## config.mk

```make
export PLATFORM = sky130hd
export DESIGN_NAME = line_collector
export DESIGN_NICKNAME = d
export VERILOG_FILES = /design/src/rtl/line_collector.sv
export SDC_FILE = /design/constraint.sdc
export NUM_CORES = 1
export LEC_CHECK = 0
export ABC_AREA = 1
export BUFFER_PORTS_ARGS = -buffer_cell sky130_fd_sc_hd__buf_2
export CELL_PAD_IN_SITES_DETAIL_PLACEMENT = 0
export CELL_PAD_IN_SITES_GLOBAL_PLACEMENT = 1
export CORE_MARGIN = 1.5
export CORE_UTILIZATION = 45
export CTS_BUF_LIST = sky130_fd_sc_hd__clkbuf_16
export DETAILED_ROUTE_END_ITERATION = 7
export GPL_ROUTABILITY_DRIVEN = 0
export PLACE_DENSITY = 0.88
export SETUP_SLACK_MARGIN = 0.5
export SLEW_MARGIN = 5
export SYNTH_ARGS = -nofsm -noshare
export SYNTH_HDL_FRONTEND = slang
export SYNTH_SLANG_ARGS = --single-unit
```

## constraint.sdc

```tcl
create_clock -name clk -period 10.4 [get_ports clk]
set_input_delay 0.52 -clock clk [delete_from_list [all_inputs] [get_ports clk]]
set_output_delay 0.52 -clock clk [all_outputs]
set_load 0.01 [all_outputs]
```

## src/rtl/line_collector.sv

```systemverilog
`default_nettype none
// ============================================================================
// Module   : line_collector
// Purpose  : Round-robin return-path concentrator; 16 serial lines -> serOut.
//            Define LINE_COLLECTOR_PARITY_EN for a trailing even-parity bit.
// Revision : 1.0  initial release
// ============================================================================
module line_collector #(
  parameter int FRAME_BITS = 8
) (
  input  logic       clk,
  input  logic       rst,
  input  logic [0:3] lines0,
  input  logic [0:3] lines1,
  input  logic [0:3] lines2,
  input  logic [0:3] lines3,
  output logic [0:3] ack0,
  output logic [0:3] ack1,
  output logic [0:3] ack2,
  output logic [0:3] ack3,
  output logic       serOut,
  output logic       valid,
  output logic [3:0] PB,
  output logic [0:1] LB,
  output logic       busy,
  output logic       frame_done
`ifdef LINE_COLLECTOR_PARITY_EN
  ,
  output logic       parity_err
`endif
);

`ifdef LINE_COLLECTOR_PARITY_EN
  localparam int c_samples = FRAME_BITS + 1;
`else
  localparam int c_samples = FRAME_BITS;
`endif
  localparam logic [5:0] c_last_sample = 6'(c_samples - 1);

  typedef enum logic [1:0] {
    ST_IDLE = 2'd0,
    ST_ACK  = 2'd1,
    ST_DATA = 2'd2
  } state_t;

  state_t      r_state;
  logic [3:0]  r_rr_ptr;
  logic [3:0]  r_sel;
  logic [5:0]  r_cnt;
  logic [15:0] r_ack;
  logic        r_ser;
  logic        r_valid;
  logic [3:0]  r_pb;
  logic [1:0]  r_lb;
  logic        r_busy;
  logic        r_done;
`ifdef LINE_COLLECTOR_PARITY_EN
  logic        r_par;
  logic        r_perr;
`endif

  logic [15:0] w_req;
  logic [3:0]  w_scan_idx;
  logic [3:0]  w_grant_idx;
  logic        w_grant_any;
  logic        w_sel_bit;

  // Flat index = 4*port + line, for both requests and acks.
  genvar gi;
  generate
    for (gi = 0; gi < 4; gi++) begin : g_line
      assign w_req[gi]      = lines0[gi];
      assign w_req[4 + gi]  = lines1[gi];
      assign w_req[8 + gi]  = lines2[gi];
      assign w_req[12 + gi] = lines3[gi];
      assign ack0[gi]       = r_ack[gi];
      assign ack1[gi]       = r_ack[4 + gi];
      assign ack2[gi]       = r_ack[8 + gi];
      assign ack3[gi]       = r_ack[12 + gi];
    end
  endgenerate

  assign w_sel_bit  = w_req[r_sel];
  assign serOut     = r_ser;
  assign valid      = r_valid;
  assign PB         = r_pb;
  assign LB         = r_lb;
  assign busy       = r_busy;
  assign frame_done = r_done;
`ifdef LINE_COLLECTOR_PARITY_EN
  assign parity_err = r_perr;
`endif

  // First requester at or after the round-robin pointer, wrapping mod 16.
  always_comb begin
    w_grant_idx = '0;
    w_grant_any = 1'b0;
    w_scan_idx  = '0;
    for (int i = 0; i < 16; i++) begin
      w_scan_idx = r_rr_ptr + 4'(i);
      if (!w_grant_any && w_req[w_scan_idx]) begin
        w_grant_any = 1'b1;
        w_grant_idx = w_scan_idx;
      end
    end
  end

  // Line code is Gray-ordered so it matches the broadcaster's addressing.
  function automatic logic [1:0] lb_code(input logic [1:0] line);
    case (line)
      2'd0:    lb_code = 2'b00;
      2'd1:    lb_code = 2'b01;
      2'd2:    lb_code = 2'b11;
      default: lb_code = 2'b10;
    endcase
  endfunction

  always_ff @(posedge clk or posedge rst) begin
    if (rst) begin
      r_state  <= ST_IDLE;
      r_rr_ptr <= '0;
      r_sel    <= '0;
      r_cnt    <= '0;
      r_ack    <= '0;
      r_ser    <= 1'b0;
      r_valid  <= 1'b0;
      r_pb     <= '0;
      r_lb     <= '0;
      r_busy   <= 1'b0;
      r_done   <= 1'b0;
`ifdef LINE_COLLECTOR_PARITY_EN
      r_par    <= 1'b0;
      r_perr   <= 1'b0;
`endif
    end else begin
      r_done <= 1'b0;
      case (r_state)
        ST_IDLE: begin
          r_valid <= 1'b0;
          r_busy  <= w_grant_any;
          if (w_grant_any) begin
            r_sel    <= w_grant_idx;
            r_rr_ptr <= w_grant_idx + 4'd1;
            r_ack    <= 16'd1 << w_grant_idx;
            r_pb     <= 4'd1 << w_grant_idx[3:2];
            r_lb     <= lb_code(w_grant_idx[1:0]);
`ifdef LINE_COLLECTOR_PARITY_EN
            r_perr   <= 1'b0;
`endif
            r_state  <= ST_ACK;
          end
        end
        ST_ACK: begin
          r_ack   <= '0;
          r_cnt   <= '0;
`ifdef LINE_COLLECTOR_PARITY_EN
          r_par   <= 1'b0;
`endif
          r_state <= ST_DATA;
        end
        ST_DATA: begin
          r_cnt <= r_cnt + 6'd1;
`ifdef LINE_COLLECTOR_PARITY_EN
          if (r_cnt == c_last_sample) begin
            // Parity sample: not a data bit, so valid drops here.
            r_valid <= 1'b0;
            r_perr  <= r_par ^ w_sel_bit;
            r_done  <= 1'b1;
            r_state <= ST_IDLE;
          end else begin
            r_ser   <= w_sel_bit;
            r_valid <= 1'b1;
            r_par   <= r_par ^ w_sel_bit;
          end
`else
          r_ser   <= w_sel_bit;
          r_valid <= 1'b1;
          if (r_cnt == c_last_sample) begin
            r_done  <= 1'b1;
            r_state <= ST_IDLE;
          end
`endif
        end
        default: r_state <= ST_IDLE;
      endcase
    end
  end

endmodule
`default_nettype wire

```

**Word level (Yosys, flattened, before mapping)**

Index checks and enable logic that the tools add are counted.

- Eq/ne operators: 7
- Reduce and logical (&&, ||, !) cells: 38
- $add $sub $neg: 17
- Mux-type cells: 76
- Shifts and indexed selects: 2
- $lt $le $gt $ge: 17

Operators with widths:

| cell | count |
|---|---|
| $lt 4x5->1 const B | 17 |
| $bmux 1 s4 | 17 |
| $mux 4 | 16 |
| $mux 1 | 35 |
| $add 4x4->4 const B | 8 |
| $pmux 16 s2 | 1 |
| $add 4x3->4 const B | 4 |
| $mux 16 | 1 |
| $shl 1x4->16 const A | 1 |
| $logic_and 1x1->1 | 15 |
| $logic_not 1->1 | 15 |
| $pmux 2 s3 | 2 |
| $pmux 6 s2 | 1 |
| $add 4x1->4 const B | 2 |
| $add 4x2->4 const B | 2 |
| $add 6x1->6 const B | 1 |
| $eq 6x3->1 const B | 1 |
| $reduce_and 2->1 | 3 |
| $reduce_bool 2->1 | 3 |
| $eq 2x1->1 const B | 2 |
| $eq 2x2->1 const B | 2 |
| $logic_not 2->1 | 2 |
| $mux 2 | 2 |
| $ne 2x2->1 const B | 2 |
| other kinds (2) | 2 |

- Bits in registers: 42
- Output and inout port bits: 26
- Input port bits: 18

**Longest topological paths before layout**

- Depth in word-level cells: 51
- Mapped depth: 29
- Depth with buffers taken out: 28

**Least setup slack after synthesis**

Ideal clock, no wire load.

- Path kind: register to register
- Start: register LB[1] (netlist name)
- End: register r_rr_ptr[2]
- Data required time: 10.317 ns
- Stages on the path, launching flop included: 27
- Arrival: 3.585 ns
- Period minus slack after synthesis: 3.668 ns
- Setup slack: 6.732 ns
- Cell sequence: dfrtp_1 inv_1 buf_2 ha_1 inv_1 buf_2 nand3_1 nand3_1 nand2_1 nand2_1 nand2_2 nor2_8 nand4_4 nor2_8 nand4_4 nor2_2 nand4_2 nor2_1 nand2_1 nand2_1 inv_1 nand2_1 nand2_1 nand2_4 inv_2 ha_1 o21ai_0

RTL lines:

| element | RTL line | RTL |
|---|---|---|
| end signal, assigned | 143 | `r_rr_ptr <= w_grant_idx + 4'd1;` |
| end, declared | 47 | `logic [3:0] r_rr_ptr;` |

==> flow_summary.toml <==
[timing]
tightest_slew_ns = 0.768
fmax_mhz = 201
drv_slew = 0
rsz0062_at_grt = "false"
period_share_pct = 47.9
period_minus_slack_ns = 4.98
relSlewSlack_pct = 48.8
setup_tns_ns = 0
hold_violations = 0
setup_violations = 0
clock_skew_ns = 0.00335

[grt]
grt_antenna_before_repair = 0
grt_pass1_vias = 3685
grt_max_degree = 41
grt_pass1_wl_um = 17500
grt_overflow = 0
grt_usage_pct = 25.1

[die]
die_h_um = 94.6
die_area_um2 = 8950
die_w_um = 94.6
start_util_pct = 46.2
io_pins = 44
placementRows = 33
core_area_um2 = 8180

[drt]
drtPass1Iterations = 5
wl_per_cell_um = 14.6
vias = 3896
drt-initial-drc-count = 236
ant_nets = 0
wl_um = 10600
drc = 0
vias_per_cell = 5.38

[critical_path]
required_ns = 10.60
cp.arrival_ns = 5.18
critPathMaxFanout = 18
cpMaxStageDelayCell = "dfrtp_1"
crit_type = "reg2reg"
critical_path.max_stage_delay_ns = 0.72
start_kind = "register"
worstSetupEndpointType = "register"
rrSetupSlack_ns = 5.42
crit_buf_inv = 4
path_cells = "inv_1 -> ha_1 -> inv_1 -> nand3_1 -> nand3_1 -> nand2_1 -> o21ai_0 -> inv_2 -> nor2_8 -> nand4_4 -> nor2_2 -> nand4_2 -> nor2_4 -> nand2_1 -> inv_1 -> nand2_1 -> nand3_1 -> ha_1 -> ha_1 -> o21ai_0"
critPathTopFamily = "simple AND/OR/NAND/NOR gates"

[final_layout]
layout-drive-gt1-share_pct = 13.4
antennaDiodeCount = 0
final_common_cell = "nand2_1"
area_delta_synth_final_pct = 10.5
utilization_pct = 51.0
nFillCells = 842
layout_common_cells = "nand2_1, nand3_1, inv_1, buf_2, dfrtp_1"
nets = 655

[clock_network]
htreeDepth = 2
cts_num_sinks = 40
hold_buffers = 0
cts_tree = "built"
worstSkewPairLatency_ns = 0.28
cts_resized = 0
post_cts_buffers = 0
clockBufferDepth = 2
root_buffer = "clkbuf_16"
cts-buffers-inserted = 5
clk_transition_reported_paths_ns = 0.06

[placement]
port_buffers = 43
dp_hpwl_um = 8400

[synthesis]
synth_top_family_by_area = "simple AND/OR/NAND/NOR gates"
synth_mux_area_share_pct = 0.530
yosysUniqueCellTypes = 41
synth-simple-area-share_pct = 44.9
syn_inst = 585
syn_area_um2 = 3780
syn_nets = 621
ys_seq_area_share_pct = 26.5
yosys.area_share.xor_xnor_pct = 2.49
synth.avg_cell_area_um2 = 6.45
synthAdderAreaFrac_pct = 5.96
synth_compound_area_share_pct = 9.87
yosys_warnings = 0
ys_ff_latch = 40

[job]
cap_violations = 0

[min_path]
hp-class = "in2async"

[run_status]
status = "complete, no violations"
==> metal layers <==
metal,routed length (µm),global-route usage (%),share of wire (%),vias to the layer above
met4,267,8.08,2.5,0
met2,5140,43.0,48,113
li1,-,-,-,1983
met3,480,3.86,4.5,20
met5,0,0,0,-
met1,4710,32.2,44,1780
==> per-stage QoR <==
| stage | std cells | worst slack, ns | instance area, µm² | hold WS (ns) |
|---|---|---|---|---|
| after floorplan | 585 | 6.73 | 3780 | 0.472 |
| final | 724 | 5.42 | 4170 | 0.350 |
| after global placement | 717 | 5.67 | 4030 | 0.458 |
| after global routing | 724 | 4.84 | 4170 | 0.405 |
| after CTS | 724 | 5.49 | 4170 | 0.365 |
| after detailed placement | 717 | 5.50 | 4030 | 0.466 |
==> worst register-to-register path, cell delays in order (launching register included) <==
cell and delay [ns]:
dfrtp_1 0.72, inv_1 0.44, ha_1 0.59, inv_1 0.40, nand3_1 0.16, nand3_1 0.11
nand2_1 0.06, o21ai_0 0.41, inv_2 0.18, nor2_8 0.19, nand4_4 0.11, nor2_2 0.15
nand4_2 0.14, nor2_4 0.18, nand2_1 0.11, inv_1 0.10, nand2_1 0.06, nand3_1 0.20
ha_1 0.23, ha_1 0.24, o21ai_0 0.15
==> flip-flops by register name (all words and copies together), names as in the netlist <==
register / cells
r_ack: 16
r_cnt: 6
PB: 4
r_sel: 4
r_rr_ptr: 3
r_state: 2
LB: 1
busy: 1
frame_done: 1
serOut: 1
valid: 1
==> logic make-up after synthesis <==
kind of cell | after synthesis
DFF | 40
adders and majority gates | 18
muxes | 2
and+or+nand+nor | 363
buffers and inverters | 89
xor gates and xnor gates | 9
AOI/OAI and AO/OA | 64
==> worst paths after layout <==
path / from / to / cells past startpoint
setup / recovery: LB[1] / r_rr_ptr[2] / 20
hold / removal: rst / r_cnt[0] / 3
setup reg to reg: LB[1] / r_rr_ptr[2] / 20
hold reg to reg: PB[1] / PB[1] / 2
max in group asynchronous: rst / r_ack[8] / 3
min in group clk: PB[1] / PB[1] / 2
==> cell usage after synthesis <==
| cell | count | area [µm²] |
|---|---|---|
| xor2_2 | 2 | 32.5 |
| nor3_1 | 4 | 20.0 |
| xnor2_1 | 3 | 26.3 |
| clkinv_1 | 2 | 7.51 |
| nor2_4 | 1 | 11.3 |
| a31oi_1 | 1 | 6.26 |
| inv_2 | 7 | 26.3 |
| a21oi_1 | 11 | 55.1 |
| nand4_2 | 2 | 25.0 |
| o21ai_1 | 18 | 90.1 |
| clkbuf_1 | 4 | 15.0 |
| xor2_1 | 4 | 35.0 |
| nand3_1 | 107 | 536 |
| nor2_8 | 2 | 40.0 |
| buf_6 | 1 | 11.3 |
| o21ai_0 | 19 | 95.1 |
| nor2_2 | 3 | 18.8 |
| inv_1 | 62 | 233 |
| nand4_4 | 2 | 42.5 |
| mux2i_1 | 2 | 20.0 |
| a22oi_1 | 1 | 7.51 |
| o221ai_1 | 2 | 17.5 |
| nor2_1 | 35 | 131 |
| o211ai_1 | 2 | 15.0 |
| nor3b_1 | 2 | 15.0 |
| o21a_1 | 6 | 45.0 |
| nand4_1 | 12 | 75.1 |
| nand2_4 | 1 | 11.3 |
| nand3_2 | 4 | 40.0 |
| clkinv_2 | 1 | 5.00 |
| buf_2 | 8 | 40.0 |
| a21oi_4 | 1 | 16.3 |
| nand2_2 | 5 | 31.3 |
| a21boi_0 | 1 | 7.51 |
| a32oi_1 | 2 | 17.5 |
| nand2_1 | 180 | 676 |
| nor4_1 | 2 | 12.5 |
| dfrtp_1 | 40 | 1000 |
| ha_1 | 18 | 225 |
| buf_4 | 4 | 30.0 |
| nor3_2 | 1 | 10.0 |
==> area by class of cell <==
| class | instances | area [µm²] | share of cell area, % |
|---|---|---|---|
| Clock buffer | 5 | 125 | 3.00 |
| Sequential cell | 40 | 1000 | 24.0 |
| Timing Repair Buffer | 44 | 223 | 5.34 |
| Inverter | 72 | 272 | 6.51 |
| Clock inverter | 2 | 12.5 | 0.300 |
| Multi-Input combinational cell | 456 | 2410 | 57.7 |
| Tap cell | 105 | 131 | 3.15 |
Power is not shown: default switching activity piles up to over one toggle a cycle in this logic, so the estimate is an artifact.
